**config.mk**
```make
export PLATFORM = sky130hd
export DESIGN_NAME = phasegen
export DESIGN_NICKNAME = d
export VERILOG_FILES = /design/src/rtl/phasegen.sv
export SDC_FILE = /design/constraint.sdc
export NUM_CORES = 1
export LEC_CHECK = 0
export ABC_CLOCK_PERIOD_IN_PS = 3020
export BUFFER_PORTS_ARGS = -buffer_cell sky130_fd_sc_hd__buf_4
export CAP_MARGIN = 20
export CORE_MARGIN = 4
export CORE_UTILIZATION = 47
export DETAILED_ROUTE_END_ITERATION = 7
export GPL_TIMING_DRIVEN = 0
export PLACE_DENSITY = 0.85
export SYNTH_ARGS = -nofsm -noshare
export SYNTH_HDL_FRONTEND = slang
export SYNTH_SLANG_ARGS = --single-unit
```
**constraint.sdc**
```tcl
create_clock -name clock -period 3.02 [get_ports clock]
set_input_delay 0.453 -clock clock [delete_from_list [all_inputs] [get_ports clock]]
set_output_delay 0.453 -clock clock [all_outputs]
set_load 0.02 [all_outputs]
```
**src/rtl/phasegen.sv**
```systemverilog
// KAPPA3 phase generator: one-hot IF/DE/EX/WB sequencing with run/stop/step control and PC breakpoint.
// Commands take effect the cycle after they are sampled; WB is held while the memory access is not ready.
module phasegen (
    input  logic        clock,
    input  logic        reset,
    input  logic        run,
    input  logic        stop,
    input  logic        step_phase,
    input  logic        step_inst,
    input  logic        bp_en,
    input  logic [31:0] bp_addr,
    input  logic [31:0] pc,
    input  logic        mem_req,
    input  logic        mem_ready,
    output logic [3:0]  cstate,
    output logic        running,
    output logic        bp_hit,
    output logic [31:0] inst_count
);

    typedef enum logic [1:0] {
        M_STOP   = 2'd0,
        M_RUN    = 2'd1,
        M_SPHASE = 2'd2,
        M_SINST  = 2'd3
    } mode_e;

    localparam logic [3:0] PH_IF = 4'b0001;
    localparam logic [3:0] PH_WB = 4'b1000;

    mode_e       mode_q, mode_d;
    logic [3:0]  nphase_q, nphase_d;
    logic        skip_bp_q, skip_bp_d;
    logic        bp_hit_q, bp_hit_d;
    logic        stop_pend_q, stop_pend_d;
    logic [31:0] inst_count_q, inst_count_d;

    logic active;
    logic bp_trip;
    logic wb_wait;
    logic advance;
    logic wb_done;
    logic stop_req;
    logic leave;

    always_comb begin
        active   = (mode_q != M_STOP);
        // Single-phase stepping deliberately ignores the breakpoint.
        bp_trip  = active && (mode_q != M_SPHASE) && (nphase_q == PH_IF) &&
                   bp_en && (pc == bp_addr) && !skip_bp_q;
        wb_wait  = (nphase_q == PH_WB) && mem_req && !mem_ready;
        advance  = active && !bp_trip && !wb_wait;
        wb_done  = advance && (nphase_q == PH_WB);
        stop_req = stop_pend_q || stop;
        leave    = ((mode_q == M_SPHASE) && advance) ||
                   (wb_done && ((mode_q == M_SINST) || stop_req));

        mode_d       = mode_q;
        nphase_d     = nphase_q;
        skip_bp_d    = skip_bp_q;
        bp_hit_d     = bp_hit_q;
        stop_pend_d  = stop_pend_q;
        inst_count_d = inst_count_q;

        if (!active) begin
            if (step_inst || step_phase || run) begin
                skip_bp_d = 1'b1;
                bp_hit_d  = 1'b0;
                if (step_inst)       mode_d = M_SINST;
                else if (step_phase) mode_d = M_SPHASE;
                else                 mode_d = M_RUN;
            end
        end else if (bp_trip) begin
            mode_d      = M_STOP;
            bp_hit_d    = 1'b1;
            stop_pend_d = 1'b0;
        end else begin
            stop_pend_d = stop_req;
            if (nphase_q == PH_IF) skip_bp_d = 1'b0;
            if (advance)           nphase_d = {nphase_q[2:0], nphase_q[3]};
            if (wb_done)           inst_count_d = inst_count_q + 32'd1;
            if (leave) begin
                mode_d      = M_STOP;
                stop_pend_d = 1'b0;
            end
        end

        cstate     = (active && !bp_trip) ? nphase_q : 4'b0000;
        running    = active;
        bp_hit     = bp_hit_q;
        inst_count = inst_count_q;
    end

    always_ff @(posedge clock or negedge reset) begin
        if (!reset) begin
            mode_q       <= M_STOP;
            nphase_q     <= PH_IF;
            skip_bp_q    <= 1'b0;
            bp_hit_q     <= 1'b0;
            stop_pend_q  <= 1'b0;
            inst_count_q <= 32'd0;
        end else begin
            mode_q       <= mode_d;
            nphase_q     <= nphase_d;
            skip_bp_q    <= skip_bp_d;
            bp_hit_q     <= bp_hit_d;
            stop_pend_q  <= stop_pend_d;
            inst_count_q <= inst_count_d;
        end
    end

endmodule

```
# Word level (Yosys, flattened, before mapping)
# Cells that the tools add are included.
# classes
n_bitwise	1
n_lt_le_gt_ge	0
n_reduce_logical	28
div_mod_pow	0
n_shift	0
n_addsub	1
eq_ne	10
multipliers	0
mux	16
# op_table
cell	count
32-bit by 1-bit adder with 32-bit output (second input constant)	1
32-bit equality test	1
1-bit logical AND	12
2-bit 2-to-1 mux	6
1-bit 2-to-1 mux	9
3-bit AND reduction	3
1-bit logical OR	5
2-bit equality test (second input constant)	2
4-bit by 1-bit equality test with 1-bit output (second input constant)	1
4-bit equality test (second input constant)	1
1-bit logical NOT	4
4-bit 2-to-1 mux	1
2-bit by 1-bit inequality test with 1-bit output (second input constant)	2
2-bit inequality test (second input constant)	2
2-bit AND reduction	2
2-bit nonzero test	2
3-bit by 1-bit inequality test with 1-bit output (second input constant)	1
1-bit inverter	1
# totals
ff_bits	41
ram_bits	0
output_inout_bits	38
word_cells	62
mem_bits_ro	0
memories	0
in_bits	73
latch_bits	0

# Longest topological paths before layout
# Gate-level depths: netlist of the first run.
# logic_depth
depth_word	15
depth_mapped	6
depth_no_buf	5

# Worst setup path before layout of the first run
# No wires, ideal clock.
# synth_timing
path_type	register -> output
start	register nphase_q[0]
end	output port cstate[0]
slack_ps	625
stages_incl_launch_ff	6
arrival_time_ps	1942
n_path_buf	0
cell_sequence	dfstp_2 > or4b_1 > nor3_1 > nand4_1 > nor4_2 > nor3_1
# synth_between
elab_chain_cells	8
# synth_lines
item	line_no	rtl
start: declaration	32	logic [3:0] nphase_q, nphase_d;
start signal: assignment	104	nphase_q <= nphase_d;
4-bit by 1-bit equality test with 1-bit output	49	bp_trip = active && (mode_q != M_SPHASE) && (nphase_q == PH_IF) &&
1-bit logical AND (2 in a row)	49	
1-bit logical AND (2 in a row)	50	bp_en && (pc == bp_addr) && !skip_bp_q;
1-bit logical NOT	88	cstate = (active && !bp_trip) ? nphase_q : 4'b0000;
1-bit logical AND	88	
4-bit 2-to-1 mux (*)	88	
end: declaration	15	output logic [3:0] cstate,
# Mark *: on every way between the ends. The rest lies on a longest branch, timed or not.

# Worst setup path after layout of the first run
# layout_timing
start	register nphase_q[0]
end	output port cstate[3]
# layout_between
elab_chain_cells	8
# layout_lines
item	line_no
4-bit by 1-bit equality test with 1-bit output	49
1-bit logical AND (2 in a row)	49
1-bit logical AND (2 in a row)	50
1-bit logical NOT	88
1-bit logical AND	88
4-bit 2-to-1 mux	88
# Every way passes these cells.

==> reports/metrics.yaml, run 1 <==
status: "completed"
wirelength_um: 5760
gp_congestion: 0.779
area.growth.synth_to_final_pct: 44.2
synthTopCellsByArea: "dfrtp_1 42%, xor2_1 18%, xnor2_1 5.5%"
nets: 421
fin_ws_ns: 0.194
ys_ff_latch: 41
rsz0062_at_grt: "false"
hold_viol: 0
holdCritPathClass: "in -> async"
fin_setup_tns_ns: 0
cts_inserted_buffers: 5
portBuffers: 110
clockRootBuffer: "clkbuf_8"
dieArea_sq_um: 6240
grt_pass1_vias: 2163
cp.required_ns: 2.57
synth_nets: 303
synth.avg_cell_area_sq_um: 10.3
synth_edf_count: 0
fmax_mhz: 354
clk_latency_ns: 0.28
async_flop_share_pct: 100
clkSinkCount: 41
swShare_pct: 31.2
cts_tree: "done"
grt_pass1_wl_um: 9550
coreArea_sq_um: 4820
die_y_um: 79.0
maxCapViolations: 0
hold_buffers: 0
grt.total_usage_pct: 19.2
remaining_drc_errors: 0
dieWidth_um: 79.0
arrival_ns: 2.37
num_rows: 25
first_pass_iters: 4
fin_skew_ns: 0.00646
synth_cell_types: 39
p_int_w: 0.00114
routedWlPerCell_um: 13.9
io_pins: 111
multi_input_area_sq_um: 1310
synth-seq-area-share_pct: 43.4
clockPowerShare_pct: 26.7
crit_fanout: 4
cp_cell_sequence: "or4b_4, nor3_1, nand4_1, nor4_4, nor3b_1, buf_4"
slew_headroom_pct: 61.2
initial_core_util_pct: 49.2
netlist_area_sq_um: 2370
final_common_cell: "buf_4"
slowest_stage: "dfstp_2"
endpoint_kind: "output port"
drive_gt1_share_pct: 37.4
p_switching_w: 0.000519
worstSetupPathType: "reg -> out"
final_max_slew_viol_count: 0
vias: 2130
pre_cts_slack_ns: 0.278
clk_pin_slew_worst_paths_ns: 0.07
clk_path_buf_depth: 2
antenna_found_initial: 0
path_delay_family: "simple AND/OR/NAND/NOR gates"
grt-ovfl-total: 0
synth-main-ff-cell: "dfrtp_1"
synth_top_cell_area_share_pct: 42.3
dp_cells: 406
syn-instance-count: 229
totalPowerFinal_w: 0.00166
yosysTopAreaCell: "dfrtp_1"
nFillCells: 376
grt_start_max_net_pins: 42
p_leak_nw: 1.70
ys.warnings.count: 0
peakVddDrop_mv: 0.256
final_antenna_net_count: 0
setup_viol: 0
max_stage_delay_ns: 0.55
regArea_sq_um: 1030
layout.cells.non_filler: 415
post-dp-hpwl_um: 4730
n_antenna_cell: 0
h-tree-depth: 2
timing.final.crit_share_pct: 93.6
final_cell_mix: "111 x buf_4, 48 x xor2_1, 40 x dfrtp_1, 18 x nand2_1, 15 x xnor2_1"
postLayoutCoreUtil_pct: 70.9
cp-start-kind: "flop"
period_minus_slack_ns: 2.83
seq_power_share_pct: 41.7
drtIter0Drc: 91
worst_pin_slew_ns: 0.580
viasPerCell: 5.13
power_density_nw_per_um2: 487
crit_buf_inv: 1
pwr-share-comb_pct: 31.6
per-layer routing:
layer / GRT usage (%) / vias to the layer above / routed length, um / share of wire (%)
met5: 0 / - / 0 / 0
met4: 5.84 / 0 / 53 / 0.92
met3: 6.69 / 4 / 563 / 9.8
met2: 34.1 / 102 / 3000 / 52
met1: 21.6 / 988 / 2150 / 37
li1: - / 1036 / - / -
cell families (layout without fill, tap and decap cells):
| kind of cell | count (synthesis) | count (layout) | share of synthesized area, % |
|---|---|---|---|
| AND/OR/NAND/NOR | 98 | 98 | 26.5 |
| XOR/XNOR | 63 | 63 | 23.3 |
| flip-flops | 41 | 41 | 43.4 |
| AO/OA/AOI/OAI | 14 | 14 | 4.07 |
| buffers and inverters | 11 | 130 | 1.74 |
| adder cells (fa/ha/maj) | 1 | 1 | 0.528 |
| multiplexers | 1 | 1 | 0.475 |
cell usage after synthesis (all sizes together), types with 2 or more instances:
cell type and number:
a21oi 2, and2 4, and4 2, clkbuf 3
dfrtp 40, inv 7, nand2 18, nand2b 2
nand3 11, nand3b 2, nand4 8, nor2 12
nor3 14, nor3b 2, nor4 17, nor4b 2
o21ai 3, o31ai 2, or4b 2, xnor2 15
xor2 48
final timing paths:
kind	cells after the start	slack, ns	from	endpoint
min in group clock	3	0.43	step_inst	mode_q[1]$_DFFE_PN0P_
hold reg to reg	1	0.47	inst_count[31]$_DFFE_PN0P_	inst_count[31]$_DFFE_PN0P_
max in group asynchronous	1	2.52	reset	nphase_q[0]$_DFFE_PN1P_
setup reg to reg	5	0.63	nphase_q[1]$_DFFE_PN0P_	inst_count[28]$_DFFE_PN0P_
setup / recovery	6	0.19	nphase_q[0]$_DFFE_PN1P_	cstate[3]
hold / removal	1	0.14	reset	inst_count[13]$_DFFE_PN0P_
registers in the layout, indices dropped and copies added, names as in the netlist:
name         cells
bp_hit           1
nphase_q         4
mode_q           2
stop_pend_q      1
inst_count      32
skip_bp_q        1
per-stage QoR:
stage	cell area, sq um	hold WS, ns
3_3_place_gp	3280	0.458
6_report	3410	0.135
3_5_place_dp	3280	0.461
4_1_cts	3400	0.145
5_1_grt	3410	0.170
2_1_floorplan	2370	0.157
what timing repair did:
action | CTS | global route
setup endpoints to repair | 2 | 2
pin swaps | 0 | 1
gates resized for setup | 1 | 1
setup buffers | 0 | 1
power by group through the flow:
stage                     sequential, W  clock [W]  combinational [W]
final                          0.000693   0.000445           0.000525
after floorplan                0.000717          0           0.000274
after global placement         0.000698          0           0.000513
after CTS                      0.000691   0.000456           0.000531
after global routing           0.000706   0.000484           0.000578
after detailed placement       0.000700          0           0.000530
final cells by class:
type / count / area share [%]
multi-input cells: 177 / 38.4
well taps: 67 / 2.46
flip-flops and latches: 41 / 30.1
repair buffers: 111 / 24.4
clock inverters: 1 / 0.879
inverters: 8 / 0.879
clock buffers: 7 / 2.53
plain buffers: 3 / 0.330
(Power assumes the default switching activity.)
==> run 2: changes to the inputs <==
ABC_CLOCK_PERIOD_IN_PS = unset   (was 3020)
CORE_UTILIZATION = 50   (was 47)
PLACE_DENSITY = 0.89   (was 0.85)
clock period = 3.3 ns   (was 3.02 ns; I/O delays follow)
==> run 2 against run 1 <==
Net effect:
- worst hold slack improved by 0.034 ns
- non-clock buffer count fell by 1
- sequential share of layout area rose by 0.40 points
- total power fell by 10%
- first-iteration DRC count fell by 19%
- setup slack improved by 0.18 ns
- global-route usage rose by 1.9 points
- clock skew rose by 0.0017 ns
- utilization rose by 4.4 points
- register-to-register slack improved by 0.28 ns
- clock power fell by 19%
- via count rose by 1.1%
==> reports/metrics.yaml, run 2 (synthesized netlist as in run 1, its figures left out) <==
n_antenna_cell: 0
remaining_drc_errors: 0
pre_cts_slack_ns: 0.527
clk_path_buf_depth: 2
die_y_um: 76.8
dieWidth_um: 76.8
vias: 2154
endpoint_kind: "output port"
grt_start_max_net_pins: 42
wirelength_um: 6100
clk_latency_ns: 0.29
grt.total_usage_pct: 21.2
cts_setup_buffers: 0
arrival_ns: 2.43
peakVddDrop_mv: 0.390
hold_viol: 0
drtIter0Drc: 74
worstSetupPathType: "reg -> out"
grt_pass1_vias: 2268
initial_core_util_pct: 52.9
slew_headroom_pct: 59.5
fin_hold_ws_ns: 0.170
clkSinkCount: 41
post-dp-hpwl_um: 4890
nets: 420
cts_tree: "done"
crit_fanout: 8
clk_pin_slew_worst_paths_ns: 0.08
io_pins: 111
h-tree-depth: 2
holdCritPathClass: "in -> async"
hold_buffers: 0
worst_pin_slew_ns: 0.606
dieArea_sq_um: 5900
grt-ovfl-total: 0
fin_ws_ns: 0.371
num_rows: 24
rsz0062_at_grt: "false"
period_minus_slack_ns: 2.93
power_density_nw_per_um2: 442
area.growth.synth_to_final_pct: 42.3
clockRootBuffer: "clkbuf_8"
portBuffers: 110
fmax_mhz: 341
final_common_cell: "buf_4"
largest_register_ffs: 32
reg2reg_slack_ns: 0.91
drive_gt1_share_pct: 37.2
fin_setup_tns_ns: 0
grt_pass1_wl_um: 10300
final_max_slew_viol_count: 0
p_leak_nw: 1.69
antenna_found_initial: 0
final_antenna_net_count: 0
timing.final.crit_share_pct: 88.8
fin_skew_ns: 0.00815
cp-start-kind: "flop"
cts_inserted_buffers: 5
maxCapViolations: 0
setup_viol: 0
coreArea_sq_um: 4470
viasPerCell: 5.40
first_pass_iters: 4
gp_congestion: 0.831
status: "completed"
routedWlPerCell_um: 15.3
cp.required_ns: 2.80
final_cell_mix: "110 x buf_4, 48 x xor2_1, 40 x dfrtp_1, 18 x nand2_1, 15 x xnor2_1"
[run 2: changes by cell type in the layout (fill, tap and decap cells not counted), sizes merged]
cell and change:
buf -1, bufinv -1, clkinv +1
[run 2: cell type report]
| type | count | area, sq um |
|---|---|---|
| Multi-Input combinational cell | 177 | 1310 |
| Fill cell | 303 | 1100 |
| Sequential cell | 41 | 1030 |
| Timing Repair Buffer | 110 | 826 |
| Clock buffer | 7 | 96.3 |
| Tap cell | 52 | 65.1 |
| Inverter | 8 | 30.0 |
| Buffer | 3 | 11.3 |
| Clock inverter | 1 | 5.00 |
[run 2: final timing paths]
kind | startpoint | end | depth (start not counted)
worst max-delay path | nphase_q[0]$_DFFE_PN1P_ | cstate[3] | 6
worst min-delay path | reset | inst_count[15]$_DFFE_PN0P_ | 1
worst max register to register | nphase_q[1]$_DFFE_PN0P_ | inst_count[29]$_DFFE_PN0P_ | 5
worst min register to register | inst_count[31]$_DFFE_PN0P_ | inst_count[31]$_DFFE_PN0P_ | 1
max in group asynchronous | reset | nphase_q[0]$_DFFE_PN1P_ | 1
min in group clock | inst_count[31]$_DFFE_PN0P_ | inst_count[31]$_DFFE_PN0P_ | 1
[run 2: through the flow]
| step | utilization (%) | total power [W] | area [sq um] | instances |
|---|---|---|---|---|
| 2_1_floorplan | - | 0.000907 | 2370 | 229 |
| 3_3_place_gp | 72.8 | 0.00111 | 3260 | 391 |
| 3_5_place_dp | 72.8 | 0.00113 | 3260 | 391 |
| 4_1_cts | 75.1 | 0.00149 | 3360 | 399 |
| 5_1_grt | 75.3 | 0.00157 | 3370 | 399 |
| 6_report | 75.3 | 0.00149 | 3370 | 399 |
[run 2: routing by layer]
layer	vias to the layer above	track usage [%]	part of all wire, %
li1	1034	-	-
met1	1024	24.8	37
met2	88	38.3	55
met3	8	5.27	7.0
met4	0	5.43	0.90
met5	-	0	0
[run 2: worst max-delay path: stages (launching register included)]
cell and delay, ns:
dfstp_2 0.56, or4b_1 0.51, nor3_1 0.21, nand4_1 0.16, nor4_4 0.40, nor3b_1 0.11, buf_4 0.19
[run 2: report_power, final]
group | total, W | leakage (nW) | internal, W | switching, W
logic | 0.000488 | 1.10 | 0.000228 | 0.000260
clock network | 0.000359 | 0.0542 | 0.000189 | 0.000170
registers | 0.000640 | 0.535 | 0.000568 | 0.0000728
[run 2: what timing repair did]
| item | CTS | global route |
|---|---|---|
| resized for setup | 0 | 1 |
| endpoints found under the setup margin | 0 | 1 |
| endpoints found under the hold margin | 0 | 0 |
==> run 3: changes to the inputs <==
CORE_UTILIZATION = 47   (was 50)
PLACE_DENSITY = 0.85   (was 0.89)
clock period = 2.75 ns   (was 3.3 ns; I/O delays follow)
==> run 3 against run 2 <==
Net effect:
- cell area rose by 2.0%
- count of clock-buffer cells in the layout did not move
- setup slack got worse by 0.21 ns
- clock power rose by 36%
- via count fell by 0.65%
- critical endpoint unchanged
==> reports/metrics.yaml, run 3 (synthesized netlist as in run 1, its figures left out) <==
pwr-share-comb_pct: 32.2
clk_latency_ns: 0.28
startpoint: "nphase_q[0]$_DFFE_PN1P_"
h-tree-depth: 2
routedWlPerCell_um: 14.0
fin_ws_ns: 0.162
n_antenna_cell: 0
io_pins: 111
hold_buffers: 0
dieArea_sq_um: 6240
gp_congestion: 0.779
p_int_w: 0.00127
r2r_start: "nphase_q[1]$_DFFE_PN0P_"
viasPerCell: 5.14
grt.total_usage_pct: 19.3
met2_length_um: 3050
p_leak_nw: 1.71
final_common_cell: "buf_4"
first_pass_iters: 4
cp-start-kind: "flop"
fin_setup_tns_ns: 0
dieWidth_um: 79.0
grt_pass1_wl_um: 9600
top_layer_used: "met4"
portBuffers: 110
postLayoutCoreUtil_pct: 71.4
fin_skew_ns: 0.00589
setup_viol: 0
remaining_drc_errors: 0
status: "completed"
clockPowerShare_pct: 26.5
cts_inserted_buffers: 5
final_antenna_net_count: 0
met3_length_um: 556
swShare_pct: 31.4
maxCapViolations: 0
coreArea_sq_um: 4820
largest_register_ffs: 32
worstSetupPathType: "reg -> out"
worst_pin_slew_ns: 0.594
cp.required_ns: 2.34
totalPowerFinal_w: 0.00185
vias: 2140
arrival_ns: 2.18
post-dp-hpwl_um: 4730
period_minus_slack_ns: 2.59
wirelength_um: 5820
crit_fanout: 4
timing.final.crit_share_pct: 94.1
die_y_um: 79.0
reg2reg_slack_ns: 0.36
nets: 422
initial_core_util_pct: 49.2
grt_pass1_vias: 2177
area.growth.synth_to_final_pct: 45.1
p_switching_w: 0.000580
drtIter0Drc: 88
fin_hold_ws_ns: 0.0914
fmax_mhz: 386
final_max_slew_viol_count: 0
slew_headroom_pct: 60.3
holdCritPathClass: "in -> async"
final_cell_mix: "112 x buf_4, 48 x xor2_1, 40 x dfrtp_1, 18 x nand2_1, 15 x xnor2_1"
endpoint_kind: "output port"
drive_gt1_share_pct: 38.7
grt_start_max_net_pins: 42
pre_cts_slack_ns: 0.0489
seq_power_share_pct: 41.3
rsz0062_at_grt: "false"
clk_pin_slew_worst_paths_ns: 0.07
clkSinkCount: 41
cts_tree: "done"
hold_viol: 0
grt-ovfl-total: 0
antenna_found_initial: 0
clockRootBuffer: "clkbuf_8"
wl_met1_um: 2150
clk_path_buf_depth: 2
power_density_nw_per_um2: 537
num_rows: 25
peakVddDrop_mv: 0.287
-- run 3: layer usage --
metal	vias to the layer above	track usage (%)
met1	997	21.8
li1	1038	-
met2	99	34.0
met5	-	0
met4	0	6.36
met3	6	6.69
-- run 3: timing repair --
| action | CTS | global route |
|---|---|---|
| buffers inserted | 2 | 0 |
| pin swaps | 2 | 1 |
| endpoints found under the setup margin | 2 | 4 |
| resized for setup | 4 | 3 |
-- run 3: through the flow --
step	std cells	cell area (sq um)
3_3_place_gp	406	3280
3_5_place_dp	406	3280
2_1_floorplan	229	2370
5_1_grt	416	3440
4_1_cts	416	3430
6_report	416	3440
-- run 3: worst max-delay path: stages (launching register included) --
cell,delay (ns)
dfstp_2,0.56
or4b_4,0.48
nor3_2,0.18
nand4_1,0.17
nor4_4,0.26
nor3b_2,0.08
buf_4,0.17
-- run 3: worst paths after layout --
kind,end,cells after the start
worst max-delay path,cstate[3],6
worst max register to register,inst_count[28]$_DFFE_PN0P_,5
worst min-delay path,inst_count[13]$_DFFE_PN0P_,1
max in group asynchronous,nphase_q[0]$_DFFE_PN1P_,1
min in group clock,mode_q[1]$_DFFE_PN0P_,3
worst min register to register,inst_count[31]$_DFFE_PN0P_,1
-- run 3: layout make-up --
cell class              count  area (sq um)
inverters                   8          33.8
plain buffers               3          12.5
fillers                   371          1380
multi-input cells         177          1320
well taps                  67          83.8
flip-flops and latches     41          1030
clock buffers               7          86.3
clock inverters             1          30.0
repair buffers            112           841
-- run 3: power by group through the flow --
stage	Sequential, W	Combinational (W)	Clock, W
2_1_floorplan	0.000787	0.000301	0
3_3_place_gp	0.000766	0.000564	0
3_5_place_dp	0.000768	0.000582	0
4_1_cts	0.000759	0.000597	0.000501
5_1_grt	0.000776	0.000654	0.000531
6_report	0.000761	0.000594	0.000489
